<file path="src/rtl/alu_sequencer_if.sv">
// Command and result handshakes of the ALU sequencer.
// The master side issues commands and consumes results.
interface alu_sequencer_if #(
  parameter int WIDTH = 4
);
  logic             cmd_valid;
  logic             cmd_ready;
  logic             cmd_load;
  logic [2:0]       cmd_op;
  logic [WIDTH-1:0] cmd_data;
  logic             res_valid;
  logic             res_ready;
  logic [WIDTH-1:0] res_data;
  logic             res_cout;
  logic             res_zero;

  modport master (
    output cmd_valid, cmd_load, cmd_op, cmd_data, res_ready,
    input  cmd_ready, res_valid, res_data, res_cout, res_zero
  );

  modport slave (
    input  cmd_valid, cmd_load, cmd_op, cmd_data, res_ready,
    output cmd_ready, res_valid, res_data, res_cout, res_zero
  );
endinterface

</file>
<file path="src/rtl/alu_sequencer.sv">
// Drives a combinational ALU: holds operands for a settle time,
// captures the result into an accumulator and returns it.
module alu_sequencer #(
  parameter int WIDTH         = 4,
  parameter int SETTLE_CYCLES = 1
) (
  input  logic             clk,
  input  logic             reset,
  alu_sequencer_if.slave   bus,
  output logic [2:0]       ALU_option,
  output logic [WIDTH-1:0] ALU_in1,
  output logic [WIDTH-1:0] ALU_in2,
  input  logic [WIDTH-1:0] ALU_out,
  input  logic             ALU_Cout
);

  if (SETTLE_CYCLES < 1 || SETTLE_CYCLES > 15) begin : g_chk
    $error("SETTLE_CYCLES out of range 1..15");
  end

  typedef enum logic [1:0] {
    IDLE,
    ISSUE,
    CAPTURE,
    RESP
  } state_t;

  localparam logic [3:0] CNT_INIT = 4'(SETTLE_CYCLES - 1);

  state_t           state_q, state_d;
  logic [3:0]       cnt_q;
  logic [WIDTH-1:0] acc_q;
  logic             cout_q;
  logic             cmd_ready;
  logic             res_valid;
  logic             arith;

  // Carry is only meaningful for add (000) and sub (001).
  assign arith = (ALU_option == 3'b000)
              || (ALU_option == 3'b001);

  always_ff @(posedge clk) begin
    if (reset) begin
      state_q    <= IDLE;
      cnt_q      <= '0;
      acc_q      <= '0;
      cout_q     <= 1'b0;
      ALU_option <= '0;
      ALU_in2    <= '0;
    end else begin
      state_q <= state_d;
      case (state_q)
        IDLE: begin
          if (bus.cmd_valid) begin
            ALU_option <= bus.cmd_op;
            ALU_in2    <= bus.cmd_data;
            cnt_q      <= CNT_INIT;
            if (bus.cmd_load) begin
              acc_q  <= bus.cmd_data;
              cout_q <= 1'b0;
            end
          end
        end
        ISSUE: begin
          if (cnt_q != 4'd0)
            cnt_q <= cnt_q - 4'd1;
        end
        CAPTURE: begin
          acc_q  <= ALU_out;
          cout_q <= arith & ALU_Cout;
        end
        default: ;
      endcase
    end
  end

  always_comb begin
    state_d   = state_q;
    cmd_ready = 1'b0;
    res_valid = 1'b0;
    case (state_q)
      IDLE: begin
        cmd_ready = 1'b1;
        if (bus.cmd_valid)
          state_d = bus.cmd_load ? RESP : ISSUE;
      end
      ISSUE: begin
        if (cnt_q == 4'd0)
          state_d = CAPTURE;
      end
      CAPTURE: state_d = RESP;
      RESP: begin
        res_valid = 1'b1;
        if (bus.res_ready)
          state_d = IDLE;
      end
      default: state_d = IDLE;
    endcase
  end

  assign ALU_in1       = acc_q;
  assign bus.cmd_ready = cmd_ready;
  assign bus.res_valid = res_valid;
  assign bus.res_data  = acc_q;
  assign bus.res_cout  = cout_q;
  assign bus.res_zero  = (acc_q == '0);

endmodule

</file>
<file path="src/flat_wrapper.sv">
// flat-port wrapper written by rule: the top's interface ports become plain ports
module alu_sequencer_flat 
#(
  parameter int WIDTH         = 4,
  parameter int SETTLE_CYCLES = 1
)
  (clk, reset, ALU_option, ALU_in1, ALU_in2, ALU_out, ALU_Cout, bus_cmd_valid, bus_cmd_load, bus_cmd_op, bus_cmd_data, bus_res_ready, bus_cmd_ready, bus_res_valid, bus_res_data, bus_res_cout, bus_res_zero);
  alu_sequencer_if #(.WIDTH(WIDTH)) bus_i ();
  input  logic clk;
  input  logic reset;
  output logic [2:0] ALU_option;
  output logic [WIDTH-1:0] ALU_in1;
  output logic [WIDTH-1:0] ALU_in2;
  input  logic [WIDTH-1:0] ALU_out;
  input  logic ALU_Cout;
  input wire logic [$bits(bus_i.cmd_valid)-1:0] bus_cmd_valid;
  input wire logic [$bits(bus_i.cmd_load)-1:0] bus_cmd_load;
  input wire logic [$bits(bus_i.cmd_op)-1:0] bus_cmd_op;
  input wire logic [$bits(bus_i.cmd_data)-1:0] bus_cmd_data;
  input wire logic [$bits(bus_i.res_ready)-1:0] bus_res_ready;
  output wire logic [$bits(bus_i.cmd_ready)-1:0] bus_cmd_ready;
  output wire logic [$bits(bus_i.res_valid)-1:0] bus_res_valid;
  output wire logic [$bits(bus_i.res_data)-1:0] bus_res_data;
  output wire logic [$bits(bus_i.res_cout)-1:0] bus_res_cout;
  output wire logic [$bits(bus_i.res_zero)-1:0] bus_res_zero;
  assign bus_i.cmd_valid = bus_cmd_valid;
  assign bus_i.cmd_load = bus_cmd_load;
  assign bus_i.cmd_op = bus_cmd_op;
  assign bus_i.cmd_data = bus_cmd_data;
  assign bus_i.res_ready = bus_res_ready;
  assign bus_cmd_ready = bus_i.cmd_ready;
  assign bus_res_valid = bus_i.res_valid;
  assign bus_res_data = bus_i.res_data;
  assign bus_res_cout = bus_i.res_cout;
  assign bus_res_zero = bus_i.res_zero;
  alu_sequencer #(.WIDTH(WIDTH), .SETTLE_CYCLES(SETTLE_CYCLES)) u_core (.clk(clk), .reset(reset), .bus(bus_i), .ALU_option(ALU_option), .ALU_in1(ALU_in1), .ALU_in2(ALU_in2), .ALU_out(ALU_out), .ALU_Cout(ALU_Cout));
endmodule
</file>
<file path="config.mk">
export PLATFORM = sky130hd
export DESIGN_NAME = alu_sequencer_flat
export DESIGN_NICKNAME = d
export VERILOG_FILES = /design/src/rtl/alu_sequencer_if.sv /design/src/rtl/alu_sequencer.sv /design/src/flat_wrapper.sv
export SDC_FILE = /design/constraint.sdc
export NUM_CORES = 1
export LEC_CHECK = 0
export CAP_MARGIN = 20
export CORE_ASPECT_RATIO = 0.8
export CORE_UTILIZATION = 43
export DETAILED_ROUTE_END_ITERATION = 10
export GPL_TIMING_DRIVEN = 0
export MAX_ROUTING_LAYER = met4
export PLACE_DENSITY = 0.79
export SETUP_SLACK_MARGIN = 0.2
export SYNTH_ARGS = -nofsm -noshare
export SYNTH_HDL_FRONTEND = slang
export SYNTH_SLANG_ARGS = --single-unit
</file>
<file path="constraint.sdc">
create_clock -name clk -period 1.8 [get_ports clk]
set_input_delay 0.36 -clock clk [delete_from_list [all_inputs] [get_ports clk]]
set_output_delay 0.36 -clock clk [all_outputs]
set_load 0.02 [all_outputs]
</file>
==> results of run 1 <==
==> cells in the final DEF, fill, tap and decap left out, drive strengths merged, types with 2 or more instances in the layout <==
cell | netlist | final
nor2 | 6 | 6
o21ai | 3 | 3
o22ai | 2 | 2
mux2 | 4 | 4
dlygate4sd2 | 0 | 16
nand2 | 12 | 12
buf | 6 | 12
clkbuf | 3 | 9
inv | 5 | 5
mux2i | 4 | 4
clkdlybuf4s50 | 0 | 15
a21oi | 15 | 15
ha | 6 | 6
nand3 | 7 | 7
nand2b | 3 | 3
dfxtp | 18 | 18
a211oi | 2 | 2
nor2b | 2 | 2
or4 | 4 | 4
==> routing by layer <==
metal,GRT usage,up-vias,share of wire
met3,0.07368,2,0.055
met5,-,-,0
met4,0.04615,0,0.0077
met2,0.3878,27,0.48
met1,0.2851,452,0.46
li1,-,471,-
==> kinds of logic after synthesis <==
family / share of synthesized area
simple gates: 0.2246
flops: 0.3805
mux: 0.08983
fa+ha+maj: 0.07926
compound gates: 0.1493
buf+inv: 0.07662
==> final timing paths <==
kind | slack, ns | start | depth (start not counted) | end
worst max-delay path | 0.24 | u_core.state_q[0]$_SDFFE_PP0P_ | 5 | u_core.cnt_q[1]$_SDFFE_PP0P_
worst min register to register | 0.46 | u_core.bus.res_cout$_SDFFE_PP0P_ | 2 | u_core.bus.res_cout$_SDFFE_PP0P_
worst max register to register | 0.24 | u_core.state_q[0]$_SDFFE_PP0P_ | 5 | u_core.cnt_q[1]$_SDFFE_PP0P_
worst min-delay path | 0.46 | u_core.bus.res_cout$_SDFFE_PP0P_ | 2 | u_core.bus.res_cout$_SDFFE_PP0P_
==> tightest hold or removal path: cells and delay by family, from the launching register on <==
family / cells / cell delay, ns
compound gates: 1 / 0.05
flops: 1 / 0.32
simple gates: 1 / 0.05
==> registers in the layout, summed over array words and instances, names as in the netlist <==
signal               count
u_core.bus.res_cout      1
u_core.state_q           2
u_core.ALU_option        3
u_core.ALU_in2           4
u_core.ALU_in1           4
u_core.cnt_q             4
==> power by group through the flow <==
stage / registers (mW) / clock network, mW / logic, mW
after detailed placement: 0.550 / 0 / 1.07
final: 0.546 / 0.259 / 1.13
after floorplan: 0.601 / 0 / 0.629
after CTS: 0.533 / 0.262 / 1.09
after global routing: 0.556 / 0.283 / 1.22
after global placement: 0.544 / 0 / 1.04
==> area by class of cell <==
cell class	instances	area, µm²
repair buffers	40	355.3
clock buffers	4	36.28
plain buffers	9	66.31
multi-input cells	79	563.0
flip-flops and latches	18	367.9
well taps	24	30.03
fillers	161	541.8
inverters	5	18.77
==> repair_timing <==
action / 4_1_cts / 5_1_grt
pin swaps: 3 / 5
buffers inserted: 4 / 1
cloned: 0 / 0
setup endpoints to repair: 36 / 19
gates resized for setup: 31 / 18
hold buffers: 0 / 0
==> results.toml, run 1 <==
[run_status]
status = "completed"

[timing]
fmax_ghz = 0.6391
layout_setup_ws_ns = 0.2354
fin_crit_sh = 0.8692
whs_ns = 0.4601
setup_tns_ns = 0
drv_slew = 0
skew_ns = 0.002170
hold_violations = 0
slew_headroom = 0.7212
rsz0062_at_grt = "true"
worst_pin_slew_ns = 0.4183
setup_viol = 0
min_period_ns = 1.565

[final_layout]
drive_gt1_frac = 0.2516
nNetsFinal = 179
area_delta_synth_final_pct = 51.78
insertedDiodeCount = 0
final_cells = 179
post-route-util = 0.7263
fin_area_um2 = 1438

[drt]
viasPerCell = 5.318
ant_nets = 0
avgRoutedWirePerCell_um = 13.83
drc_errors = 0
wirelength_um = 2476
drt-initial-drc-count = 11
vias = 952
drtPass1Iterations = 4

[clocking]
clkLatencyLatePin_ns = 0.30
tritoncts = "done"
ctsRootBufferMaster = "clkbuf_4"
cts.clk_slew.worst_paths_ns = 0.11
clock_path_buffers = 2
htree_levels = 1
cts.sinks = 18
cts_buffers = 3

[logic_synthesis]
syn-num-nets = 134
synth.top_cell.area_share = 0.3804
yosys.area.top_type = "dfxtp_1"
synth.avg_cell_area_um2 = 8.533
ys.flop_type = "dfxtp_1"
synth_edf_count = 0
syn_inst = 111
synthArstFlopShare = 0
synth_common_cells = "18 x dfxtp_1, 14 x a21oi_1, 12 x nand2_1"
ys_seq_area_frac = 0.3804
yosys-top-cells-area = "dfxtp_1 38%, ha_1 7.9%, a21oi_1 7.4%"
yosysMostFrequentCell = "dfxtp_1"
synth_warnings = 0
mappedNetlistArea_um2 = 947.2
ys_types = 29
synth-seq-cells = 18

[floorplanning]
die_h_um = 43.98
fp.dieW_um = 54.47
rows = 14
die_area_um2 = 2396
core_area_um2 = 1979
start_util = 0.4785
floorplan.io_pins = 36

[placed_design]
post-place-ws_ns = -0.1502
placement.io_buffers = 35
placed_area_um2 = 1349
dp_cells = 170
routabilityCongestion = 0.9142
dp_hpwl_um = 1758

[worst_setup_path]
crit_path_start_kind = "register"
cp.required_ns = 2.02
critical_path_buf_inv_count = 1
critical_path.cell_chain = "buf_4, ha_2, o21ai_1, or4_1, o31ai_1"
critPathMaxStageDelay_ns = 0.49
end_kind = "register"
cp.arrival_ns = 1.78
crit_family = "simple AND/OR/NAND/NOR gates"
crit_slowest_cell = "or4_1"
worstSetupPathType = "register to register"
critPathMaxFanout = 7

[power_and_ir_drop]
power.clock.fraction = 0.134
leakage_nw = 0.6602
peakVddDrop_mv = 1.097
switching_share = 0.4212
switching_power_mw = 0.8151
powerDensity_nw_per_um2 = 1346
p_int_mw = 1.120
p_seq_frac = 0.282
power_frac_comb = 0.584
p_total_mw = 1.935

[global_route]
grt_pass1_wl_um = 3877
grt_overflow = 0
track_usage = 0.2375
grt_max_degree = 11
grt_antenna_before_repair = 0
grt_pass1_vias = 888

[min_path]
min_path_type = "register to register"

[run]
cap_violations = 0
(Power assumes the default switching activity.)
==> run 2: changes to the inputs <==
--- a/config.mk
+++ b/config.mk
@@ -11,7 +11,7 @@
 export DETAILED_ROUTE_END_ITERATION = 10
 export GPL_TIMING_DRIVEN = 0
 export MAX_ROUTING_LAYER = met4
-export PLACE_DENSITY = 0.79
+export PLACE_DENSITY = 0.87
 export SETUP_SLACK_MARGIN = 0.2
 export SYNTH_ARGS = -nofsm -noshare
 export SYNTH_HDL_FRONTEND = slang
==> results.toml, run 2 (synthesized netlist as in run 1, its figures left out) <==
[clocking]
clkLatencyLatePin_ns = 0.30
ctsRootBufferMaster = "clkbuf_4"
cts.clk_slew.worst_paths_ns = 0.10
htree_levels = 1
hold_buffers = 0
tritoncts = "done"
clock_path_buffers = 2
cts.sinks = 18
cts_buffers = 3

[global_route]
track_usage = 0.2693
grt_pass1_vias = 951
grt_overflow = 0
grt_pass1_wl_um = 4388
grt_max_degree = 11
grt_antenna_before_repair = 0

[placed_design]
routabilityCongestion = 0.7961
dp_hpwl_um = 1828
placed_area_um2 = 1349
placement.io_buffers = 35

[worst_setup_path]
crit_path_start_kind = "register"
cp.required_ns = 1.98
end_kind = "register"
critical_path_buf_inv_count = 2
cp.arrival_ns = 1.88
critPathMaxFanout = 8
critical_path.cell_chain = "inv_4, ha_4, and2b_2, a31oi_4, buf_6, mux2i_1, nor2_1"
worstSetupPathType = "register to register"
critPathMaxStageDelay_ns = 0.38
crit_slowest_cell = "dfxtp_4"
crit_family = "flip-flops"

[drt]
viasPerCell = 5.511
avgRoutedWirePerCell_um = 15.44
drt-initial-drc-count = 20
drc_errors = 0
wirelength_um = 2810
vias = 1003
ant_nets = 0
drtPass1Iterations = 4

[final_layout]
drive_gt1_frac = 0.2848
fin_area_um2 = 1485
final_common_cell = "clkdlybuf4s50_1"
insertedDiodeCount = 0
post-route-util = 0.7503
area_delta_synth_final_pct = 56.80
nNetsFinal = 182
final_cell_mix = "15 x clkdlybuf4s50_1, 14 x a21oi_1, 14 x dlygate4sd2_1, 14 x dfxtp_1, 11 x nand2_1"

[run]
cap_violations = 0

[timing]
setup_viol = 0
fmax_ghz = 0.5893
min_period_ns = 1.697
rsz0062_at_grt = "true"
skew_ns = 0.001665
hold_violations = 0
drv_slew = 0
worst_pin_slew_ns = 0.4615
fin_crit_sh = 0.9427
slew_headroom = 0.6923
setup_tns_ns = 0

[run_status]
status = "completed"

[power_and_ir_drop]
peakVddDrop_mv = 1.111
p_total_mw = 2.000
leakage_nw = 0.6968
powerDensity_nw_per_um2 = 1346

[floorplanning]
core_area_um2 = 1979
start_util = 0.4785
die_area_um2 = 2396
floorplan.io_pins = 36
die_h_um = 43.98
rows = 14
fp.dieW_um = 54.47

[min_path]
min_path_type = "register to register"
[run 2: cell types whose count changed in the layout (fill, tap and decap cells not counted), sizes merged]
cell and change:
buf +3, dlygate4sd2 -2, dlymetal6s2s +2
[run 2: final timing paths]
path                                  startpoint                             end  slack (ns)  depth (start not counted)
hold / removal    u_core.ALU_in2[3]$_SDFFE_PP0P_  u_core.ALU_in2[3]$_SDFFE_PP0P_        0.46                          2
setup reg to reg  u_core.state_q[1]$_SDFFE_PP0P_  u_core.ALU_in1[1]$_SDFFE_PP0P_        0.10                          7
hold reg to reg   u_core.ALU_in2[3]$_SDFFE_PP0P_  u_core.ALU_in2[3]$_SDFFE_PP0P_        0.46                          2
setup / recovery  u_core.state_q[1]$_SDFFE_PP0P_  u_core.ALU_in1[1]$_SDFFE_PP0P_        0.10                          7
[run 2: power breakdown]
group | internal (mW) | switching (mW)
Sequential | 0.484 | 0.0732
Clock | 0.123 | 0.126
Combinational | 0.543 | 0.649
[run 2: layer usage]
layer  GRT usage  wire length (µm)  vias up
met3     0.09474               154        4
met2      0.4512              1426       29
met5           -                 0        -
met4     0.08718                25        0
li1            -                 -      483
met1      0.2921              1203      487
[run 2: final cells by class]
class | instances | area [µm²]
Multi-Input combinational cell | 79 | 570.5
Fill cell | 155 | 494.2
Timing Repair Buffer | 43 | 392.9
Sequential cell | 18 | 367.9
Buffer | 9 | 66.31
Clock buffer | 4 | 36.28
Tap cell | 24 | 30.03
Inverter | 5 | 21.27
[run 2: what timing repair did]
action                                  in CTS  in global routing
gates resized for setup                     32                 24
pin swaps                                    1                  8
endpoints found under the setup margin      34                 23
setup buffers                                7                  1
[run 2: tightest hold or removal path, stage by stage, from the launching register on]
cell     delay (ns)
dfxtp_1        0.32
nand2_1        0.05
a21oi_1        0.05
[run 2: metrics by stage]
step	worst slack (ns)	instances	hold WS [ns]
after floorplan	0.1872	111	0.4327
after global placement	-0.1197	170	0.4379
after detailed placement	-0.1319	170	0.4519
after CTS	0.1552	181	0.4637
after global routing	0.05040	182	0.4831
final	0.1032	182	0.4613
